[src/rtl/jtframe_dump_pkg.sv]
// jtframe_dump_pkg
//   Shared definitions for the dump-window trigger: default counter width
//   and the encoding of the trigger FSM state that is exported on the st
//   debug port.
package jtframe_dump_pkg;

  // Default frame counter width
  localparam int CNTW_DEF = 32;

  // Encoding of the st debug output
  localparam logic [1:0] ST_IDLE  = 2'd0;
  localparam logic [1:0] ST_ARMED = 2'd1;
  localparam logic [1:0] ST_DUMP  = 2'd2;
  localparam logic [1:0] ST_DONE  = 2'd3;

  typedef enum logic [1:0] {
    S_IDLE  = ST_IDLE,
    S_ARMED = ST_ARMED,
    S_DUMP  = ST_DUMP,
    S_DONE  = ST_DONE
  } state_t;

endpackage

[src/rtl/jtframe_sync_edge.sv]
// jtframe_sync_edge
//   Brings an asynchronous level into the clk domain through SYNC flops and
//   derives single-cycle rise/fall pulses from a delay flop behind the
//   synchroniser.
// Ports
//   clk    in   system clock
//   rst_n  in   asynchronous reset, active low (all flops clear to 0)
//   din    in   asynchronous input level
//   rise   out  one-cycle pulse on a synchronised 0->1 transition
//   fall   out  one-cycle pulse on a synchronised 1->0 transition
module jtframe_sync_edge #(
  parameter int SYNC = 2
) (
  input  logic clk,
  input  logic rst_n,
  input  logic din,
  output logic rise,
  output logic fall
);

  logic [SYNC-1:0] sync_reg;
  logic            dly_reg;

  always_ff @(posedge clk or negedge rst_n) begin
    if (!rst_n) begin
      sync_reg <= '0;
      dly_reg  <= 1'b0;
    end else begin
      sync_reg <= {sync_reg[SYNC-2:0], din};
      dly_reg  <= sync_reg[SYNC-1];
    end
  end

  // Pulses are decoded from flops only, so they are clean and reset to 0
  assign rise =  sync_reg[SYNC-1] & ~dly_reg;
  assign fall = ~sync_reg[SYNC-1] &  dly_reg;

endmodule

[src/rtl/jtframe_dump_trigger.sv]
// jtframe_dump_trigger
//   Produces a frame-aligned dump window for the simulation dump controller
//   (or for on-FPGA capture gating). vs and downloading are synchronised,
//   frames are counted from the end of the ROM download, and the window is
//   opened/closed when the frame count matches start_frame/stop_frame.
// Ports
//   clk          in   system clock
//   rst_n        in   asynchronous reset, active low
//   vs           in   vertical sync, asynchronous, active high
//   downloading  in   ROM download in progress, asynchronous
//   start_frame  in   first frame of the dump window (quasi-static)
//   stop_frame   in   frame at which the window closes, 0 = never
//   frame_cnt    out  frames since arming
//   vs_fall      out  one-cycle pulse per synchronised vs falling edge
//   dump_en      out  high inside the window
//   dump_start   out  one-cycle pulse when the window opens
//   dump_stop    out  one-cycle pulse when the window closes
//   cfg_err      out  sticky: non-zero stop_frame <= start_frame at arming
//   st           out  FSM state (IDLE=0 ARMED=1 DUMP=2 DONE=3)
module jtframe_dump_trigger
  import jtframe_dump_pkg::*;
#(
  parameter int CNTW    = CNTW_DEF,
  parameter int SYNC    = 2,
  parameter int WAIT_DL = 1
) (
  input  logic            clk,
  input  logic            rst_n,
  input  logic            vs,
  input  logic            downloading,
  input  logic [CNTW-1:0] start_frame,
  input  logic [CNTW-1:0] stop_frame,
  output logic [CNTW-1:0] frame_cnt,
  output logic            vs_fall,
  output logic            dump_en,
  output logic            dump_start,
  output logic            dump_stop,
  output logic            cfg_err,
  output logic [1:0]      st
);

  localparam state_t ST_RESET    = (WAIT_DL != 0) ? S_IDLE : S_ARMED;
  localparam logic   FIRST_RESET = (WAIT_DL == 0);

  logic vs_rise_unused;
  logic dl_rise, dl_fall;

  jtframe_sync_edge #(.SYNC(SYNC)) u_vs_sync (
    .clk   (clk),
    .rst_n (rst_n),
    .din   (vs),
    .rise  (vs_rise_unused),
    .fall  (vs_fall)
  );

  jtframe_sync_edge #(.SYNC(SYNC)) u_dl_sync (
    .clk   (clk),
    .rst_n (rst_n),
    .din   (downloading),
    .rise  (dl_rise),
    .fall  (dl_fall)
  );

  state_t          state_reg,  state_next;
  logic [CNTW-1:0] cnt_reg,    cnt_next;
  logic            en_reg,     en_next;
  logic            start_reg,  start_next;
  logic            stop_reg,   stop_next;
  logic            cfg_reg,    cfg_next;
  // High on the first cycle spent in ARMED; lets start_frame==0 open the
  // window without waiting for a vs edge.
  logic            first_reg,  first_next;

  logic [CNTW-1:0] cnt_inc;
  logic            cfg_bad;
  logic            open_now;

  always_ff @(posedge clk or negedge rst_n) begin
    if (!rst_n) begin
      state_reg <= ST_RESET;
      cnt_reg   <= '0;
      en_reg    <= 1'b0;
      start_reg <= 1'b0;
      stop_reg  <= 1'b0;
      cfg_reg   <= 1'b0;
      first_reg <= FIRST_RESET;
    end else begin
      state_reg <= state_next;
      cnt_reg   <= cnt_next;
      en_reg    <= en_next;
      start_reg <= start_next;
      stop_reg  <= stop_next;
      cfg_reg   <= cfg_next;
      first_reg <= first_next;
    end
  end

  always_comb begin
    state_next = state_reg;
    cnt_next   = cnt_reg;
    en_next    = en_reg;
    start_next = 1'b0;
    stop_next  = 1'b0;
    cfg_next   = cfg_reg;
    first_next = 1'b0;
    // Wraps naturally at all-ones; comparisons use the wrapped value
    cnt_inc    = cnt_reg + {{(CNTW-1){1'b0}}, 1'b1};
    cfg_bad    = (stop_frame != '0) && (stop_frame <= start_frame);
    open_now   = (vs_fall && (cnt_inc == start_frame)) ||
                 (first_reg && (start_frame == '0));

    if (dl_rise && (state_reg != S_IDLE)) begin
      // A new download aborts everything and beats a coincident vs_fall
      state_next = S_IDLE;
      cnt_next   = '0;
      en_next    = 1'b0;
      stop_next  = en_reg;
    end else begin
      case (state_reg)
        S_IDLE: begin
          // A coincident vs_fall is deliberately not counted here
          if (dl_fall) begin
            state_next = S_ARMED;
            cnt_next   = '0;
            cfg_next   = cfg_reg | cfg_bad;
            first_next = 1'b1;
          end
        end
        S_ARMED: begin
          // Also covers arming straight out of reset, where no IDLE->ARMED
          // transition evaluated the configuration
          if (first_reg) cfg_next = cfg_reg | cfg_bad;
          if (vs_fall) cnt_next = cnt_inc;
          if (cfg_next) begin
            // Bad window: give up on the first frame boundary instead
            if (vs_fall || open_now) state_next = S_DONE;
          end else if (open_now) begin
            state_next = S_DUMP;
            en_next    = 1'b1;
            start_next = 1'b1;
          end
        end
        S_DUMP: begin
          if (vs_fall) begin
            cnt_next = cnt_inc;
            if ((stop_frame != '0) && (cnt_inc == stop_frame)) begin
              state_next = S_DONE;
              en_next    = 1'b0;
              stop_next  = 1'b1;
            end
          end
        end
        S_DONE: begin
          if (vs_fall) cnt_next = cnt_inc;
        end
        default: state_next = S_IDLE;
      endcase
    end
  end

  assign frame_cnt  = cnt_reg;
  assign dump_en    = en_reg;
  assign dump_start = start_reg;
  assign dump_stop  = stop_reg;
  assign cfg_err    = cfg_reg;
  assign st         = state_reg;

endmodule

[config.mk]
export PLATFORM = sky130hd
export DESIGN_NAME = jtframe_dump_trigger
export DESIGN_NICKNAME = d
export VERILOG_FILES = /design/src/rtl/jtframe_dump_pkg.sv /design/src/rtl/jtframe_sync_edge.sv /design/src/rtl/jtframe_dump_trigger.sv
export SDC_FILE = /design/constraint.sdc
export NUM_CORES = 1
export LEC_CHECK = 0
export ABC_AREA = 1
export BUFFER_PORTS_ARGS = -buffer_cell sky130_fd_sc_hd__buf_2
export CAP_MARGIN = 20
export CORE_MARGIN = 5
export CORE_UTILIZATION = 57
export DETAILED_ROUTE_END_ITERATION = 8
export PLACE_DENSITY = 0.79
export SLEW_MARGIN = 20
export SYNTH_ARGS = -nofsm -noshare
export SYNTH_HDL_FRONTEND = slang
export SYNTH_SLANG_ARGS = --single-unit
[constraint.sdc]
create_clock -name clk -period 3.1 [get_ports clk]
set_clock_uncertainty 0.15 [all_clocks]
set_input_delay 0.775 -clock clk [delete_from_list [all_inputs] [get_ports clk]]
set_output_delay 0.775 -clock clk [all_outputs]
set_load 0.01 [all_outputs]
======== Yosys cells after proc, flatten, opt, wreduce, memory -nomap -nowiden ========
Cells that the tools add are included.
word-level totals
  register bits after elaboration ......... 45
  bits in latches ......................... 0
  bits in writable memories ............... 0
  ROM bits ................................ 0
  bits of input ports ..................... 68
  output and inout bits ................... 39
  memories kept ........................... 0
operators by class
  $add $sub $neg .......................... 1
  multipliers ............................. 0
  div/mod/pow operators ................... 0
  order comparisons ....................... 1
  equal/unequal tests ..................... 14
  shift-type cells ........................ 0
  mux-type cells .......................... 34
  bitwise logic cells ..................... 8
  reductions and logical operators ........ 19
operators with widths
  kind                                                                      count
  32-bit 2-to-1 mux                                                         3
  32-bit equality test                                                      2
  32-bit one-hot mux with 2 select lines                                    1
  32-bit by 1-bit adder with 32-bit output (second input constant)          1
  32-bit less-or-equal comparator                                           1
  32-bit logical NOT                                                        1
  32-bit nonzero test                                                       1
  1-bit 2-to-1 mux                                                          20
  3-bit inequality test (second input constant)                             5
  2-bit 2-to-1 mux                                                          7
  4-bit inequality test (second input constant)                             2
  2-bit one-hot mux with 3 select lines                                     1
  6-bit AND reduction                                                       1
  1-bit logical AND                                                         5
  5-bit AND reduction                                                       1
  2-bit equality test (second input constant)                               2
  1-bit inverter                                                            4
  1-bit one-hot mux with 2 select lines                                     2
  2-bit nonzero test                                                        2
  4-bit nonzero test                                                        1
  1-bit bitwise AND                                                         3
  3-bit by 1-bit inequality test with 1-bit output (second input constant)  1
  3-bit AND reduction                                                       1
  3-bit nonzero test                                                        1
  other kinds (7)                                                           8

======== Longest topological paths before layout ========
  depth after elaboration ................. 9
  gate-level depth with buffers ........... 22

======== Cells and area by module ========
Synthesis repeated with hierarchy kept, for this count alone.
second synthesis, totals
  cells, all modules ...................... 883
  area total of the unflattened synthesis .. 5,176.2 um^2
modules (own cells, without submodules)
  module                times used  cells an instance  area each (um^2)  seq. area each (um^2)
  jtframe_dump_trigger  1           869                4,996.0           975.9
  jtframe_sync_edge     2           7                  90.1              75.1

======== Least setup slack after synthesis ========
No wires, ideal clock.
  path type ............................... input to register
  from .................................... input port start_frame[15]
  to ...................................... register en_reg (netlist: dump_en)
  library setup time ...................... 0.117 ns
  arrival time ............................ 2.295 ns
  data required time ...................... 2.833 ns
  slack ................................... 0.538 ns
  stages on the path ...................... 17
  buffers on the path ..................... 0
  path through ............................ inv_1 -> ha_1 -> nand2_1 -> nor4_1 -> nand2_1 -> nand2_1 -> nand2_1 -> nand2_1 -> nand2_1 -> nand3_1 -> nand2_1 -> nand2_1 -> nand2_1 -> a21oi_1 -> nand2_1 -> nand2_1 -> nand2_1
on the way
  cells in the longest elaborated chain, start to end .. 8
ends and longest elaborated chain
  what                                    line                         text
  from (decl)                             jtframe_dump_trigger.sv:31   input logic [CNTW-1:0] start_frame,
  32-bit less-or-equal comparator         jtframe_dump_trigger.sv:108  cfg_bad = (stop_frame != '0) && (stop_frame <= start_frame);
  1-bit logical AND                       jtframe_dump_trigger.sv:108
  1-bit bitwise OR                        jtframe_dump_trigger.sv:132  if (first_reg) cfg_next = cfg_reg | cfg_bad;
  1-bit 2-to-1 mux                        jtframe_dump_trigger.sv:132
  1-bit 2-to-1 mux                        jtframe_dump_trigger.sv:119  case (state_reg)
  1-bit 2-to-1 mux                        jtframe_dump_trigger.sv:112  if (dl_rise && (state_reg != S_IDLE)) begin
  3-bit inequality test (no source line)  --
  5-bit AND reduction (no source line) *  --
  to (signal assigned)                    jtframe_dump_trigger.sv:90   en_reg <= en_next;
  to (decl)                               jtframe_dump_trigger.sv:66   logic en_reg, en_next;
Mark *: on every way between the ends. The rest lies on a longest branch, timed or not. The select of a mux whose other input is x is not followed.
A chain may end at the register's enable or synchronous reset.

======== Final worst setup path ========
  from .................................... register cnt_reg[1] (netlist: frame_cnt[1])
  to ...................................... register state_reg[0] (netlist: st[0])
on the way
  cells in the longest elaborated chain, start to end .. 7
ends and longest elaborated chain
  what                                        line                         text
  from (decl)                                 jtframe_dump_trigger.sv:65   logic [CNTW-1:0] cnt_reg, cnt_next;
  from (signal assigned)                      jtframe_dump_trigger.sv:89   cnt_reg <= cnt_next;
  32-bit by 1-bit adder with 32-bit output *  jtframe_dump_trigger.sv:107  cnt_inc = cnt_reg + {{(CNTW-1){1'b0}}, 1'b1};
  32-bit equality test                        jtframe_dump_trigger.sv:109  open_now = (vs_fall && (cnt_inc == start_frame)) ||
  1-bit logical AND                           jtframe_dump_trigger.sv:109
  1-bit logical OR                            jtframe_dump_trigger.sv:109
  1-bit logical OR                            jtframe_dump_trigger.sv:136  if (vs_fall || open_now) state_next = S_DONE;
  4-bit inequality test (no source line)      --
  6-bit AND reduction (no source line) *      --
  to (signal assigned)                        jtframe_dump_trigger.sv:88   state_reg <= state_next;
  to (decl)                                   jtframe_dump_trigger.sv:64   state_t state_reg, state_next;
Mark *: on every way between the ends. The rest lies on a longest branch, timed or not.

==> impl_metrics.py <==
metrics = {
    "outcome": {
        "status": "complete, no violations",
    },
    "placed_design": {
        "port_buffers": 106,
        "detailed_place.area_mm2": 0.00599,
        "hpwlAfterDp_mm": 15.9,
        "post-place-cells": 1121,
        "place_congestion": 0.988,
    },
    "timing": {
        "setup_total_negative_slack_ns": 0,
        "final_period_minus_worst_setup_slack_ns": 2.84,
        "setup_viol": 0,
        "slew-limit-headroom_pct": 59.5,
        "rsz0062_at_grt": "no",
        "worst-slew-pin-transition_ns": 0.602,
        "maxClockFrequency_mhz": 352,
        "fin_crit_sh_pct": 91.7,
        "final-hold-violation-count": 0,
        "max_slew_violations": 0,
    },
    "clock_network": {
        "postCtsHoldBufs": 0,
        "max_clock_buf_depth": 2,
        "path_clk_slew_ns": 0.11,
        "ctsRootBufferMaster": "sky130_fd_sc_hd__clkbuf_8",
        "htree_num_levels": 2,
        "tritoncts_num_sinks": 45,
        "tritoncts_buffer_count": 5,
        "cts_tree": "yes",
        "insertion_delay_ns": 0.32,
    },
    "synth": {
        "synth_common_cells": "sky130_fd_sc_hd__nand2_1, sky130_fd_sc_hd__inv_1, sky130_fd_sc_hd__nand3_1, sky130_fd_sc_hd__nor2_1, sky130_fd_sc_hd__dfrtp_1",
        "syn-cell-area_mm2": 0.00526,
        "ffs_latches_synth": 45,
        "synth_seq_area_share_pct": 21.4,
        "synthDominantCellAreaShare_pct": 22.4,
        "yosys.area.top_type": "sky130_fd_sc_hd__nand2_1",
        "post_synth_main_area_contributors": "sky130_fd_sc_hd__nand2_1, sky130_fd_sc_hd__dfrtp_1, sky130_fd_sc_hd__nand3_1",
        "synth_fp_nets": 1005,
        "syn_area_per_cell_um2": 5.84,
        "postSynthCellCount": 901,
        "async_flop_share_pct": 100,
        "yosys.cell_count.top_type": "sky130_fd_sc_hd__nand2_1",
        "synth-warning-count": 0,
        "post_synth_num_cell_types": 35,
        "synth-edff-count": 0,
        "synth_flop_cell": "sky130_fd_sc_hd__dfrtp_1",
    },
    "final_layout": {
        "seqCellArea_mm2": 0.00113,
        "largest_reg_flops": 32,
        "layout.nets": 1121,
        "fin_area_mm2": 0.00610,
        "layout.filler_cells": 928,
        "multiInputGateArea_mm2": 0.00362,
        "finish.cell_count_without_fillers": 1129,
        "diodes": 0,
        "syn_to_final_growth_pct": 16.1,
        "drive_above_1_share_pct": 16.6,
    },
    "floorplanning": {
        "die-width_um": 106,
        "die-area_mm2": 0.0112,
        "floorplan.die.height_um": 106,
        "core_region_area_mm2": 0.00911,
        "floorplan.initialDensity_pct": 57.7,
        "design.portCount": 107,
        "placementRows": 35,
    },
    "route": {
        "drt-initial-drc-count": 485,
        "post_drt_via_cell_ratio": 5.60,
        "wirelength_mm": 19.0,
        "routed-via-count": 6327,
        "avgRoutedWirePerCell_um": 16.8,
        "drt.antenna.violating_nets": 0,
        "total_iterations_of_the_first_detailed_routing_run": 7,
        "drc": 0,
    },
    "setup_path": {
        "crit_type": "reg -> reg",
        "cpLargestDelayFamily": "simple AND/OR/NAND/NOR gates",
        "required_ns": 3.17,
        "slowest_stage": "sky130_fd_sc_hd__dfrtp_2",
        "critical_path.max_fanout": 7,
        "path_buf_inv": 1,
        "critPathMaxStageDelay_ns": 0.43,
        "worst-endpoint-arrival_ns": 2.92,
        "startpoint_type": "flop",
        "worstSetupEndpointType": "flop",
        "worst_path_most_repeated_cell": "sky130_fd_sc_hd__nand2_1",
        "cp_cell_sequence": "ha_1, nand2_2, nor2_8, nand2_4, nor2_4, nand2_1, clkinv_1, nand2_1, nand2_1, nor2_1, nor2_1, nand3_1, nor2_2, nand3_2, a21oi_4, nand2_1, nand2_1, nand2_1",
    },
    "global_routing": {
        "gr-usage-met3_pct": 7.41,
        "grt_use_met1_pct": 45.2,
        "pin_count_of_the_biggest_net_entering_global_routing": 31,
        "global_route_wire_length_before_repair_mm": 30.0,
        "antenna_violations_before_repair": 1,
        "gr-total-overflow": 0,
        "first_global_vias": 5934,
        "grt_busiest_layer": "met2",
        "gr-usage-all-layers_pct": 34.0,
        "globalRouteMet2Util_pct": 54.0,
    },
    "run": {
        "cap_violations": 0,
    },
    "min_path": {
        "hold_class": "reg -> reg",
    },
    "pwr": {
        "p_per_area_mw_per_mm2": 327,
        "ir_worst_vdd_mv": 0.722,
        "power_leakage_nw": 3.35,
        "totalPowerFinal_w": 0.00200,
    },
}
[stage by stage]
| step | utilization, % | hold slack [ns] | setup WS [ns] |
|---|---|---|---|
| floorplan | - | 0.181 | 0.538 |
| global placement | 65.7 | 0.183 | 0.105 |
| detailed placement | 65.7 | 0.187 | 0.0356 |
| CTS | 66.8 | 0.213 | 0.221 |
| global route | 67.0 | 0.218 | 0.0187 |
| finish | 67.0 | 0.211 | 0.257 |
[cells by family after synthesis]
family / count (synthesis) / share of synthesized area, %
XOR/XNOR: 6 / 0.999
AO/OA/AOI/OAI: 75 / 8.18
buffers and inverters: 143 / 10.2
AND/OR/NAND/NOR: 596 / 50.6
flip-flops: 45 / 21.4
adder cells (fa/ha/maj): 36 / 8.56
[cells in the final DEF (no fill, tap or decap), types with 20 or more instances in the layout]
master	netlist	layout
sky130_fd_sc_hd__a21oi_1	20	20
sky130_fd_sc_hd__buf_2	0	106
sky130_fd_sc_hd__dfrtp_1	45	44
sky130_fd_sc_hd__ha_1	36	36
sky130_fd_sc_hd__inv_1	134	134
sky130_fd_sc_hd__nand2_1	314	314
sky130_fd_sc_hd__nand3_1	112	112
sky130_fd_sc_hd__nand4_1	23	23
sky130_fd_sc_hd__nor2_1	90	88
sky130_fd_sc_hd__o22ai_1	24	24
[what timing repair did]
| item | CTS | global route |
|---|---|---|
| setup buffers | 0 | 0 |
| hold endpoints to repair | 0 | 0 |
| setup endpoints to repair | 0 | 3 |
| resized for setup | 0 | 5 |
[where the power goes]
part           switching [W]  internal (W)
Clock               0.000267      0.000171
Combinational       0.000591      0.000304
Sequential         0.0000380      0.000628
[layer usage]
layer | share of wire (%) | wire length [um]
met2 | 44 | 8330
met5 | 0.10 | 19
met3 | 11 | 2040
met4 | 3.9 | 744
met1 | 41 | 7850
[area by class of cell]
class                      count  area share, %
clock inverter                 3          0.471
multi-input combinational    713           59.2
inverter                     137           8.42
sequential                    45           18.5
tap                          111           2.28
clock buffer                   5           1.13
timing repair buffer         115           10.0
[worst paths after layout]
check / start / to / cells past startpoint / slack, ns
hold / removal: u_vs_sync.sync_reg[0] / u_vs_sync.sync_reg[1] / 0 / 0.21
hold reg to reg: u_vs_sync.sync_reg[0] / u_vs_sync.sync_reg[1] / 0 / 0.21
max in group asynchronous: rst_n / frame_cnt[15] / 2 / 1.98
min in group asynchronous: rst_n / frame_cnt[31] / 1 / 0.28
setup / recovery: frame_cnt[1] / st[0] / 18 / 0.26
setup reg to reg: frame_cnt[1] / st[0] / 18 / 0.26
Note: power is estimated with default switching activity, not from simulation.
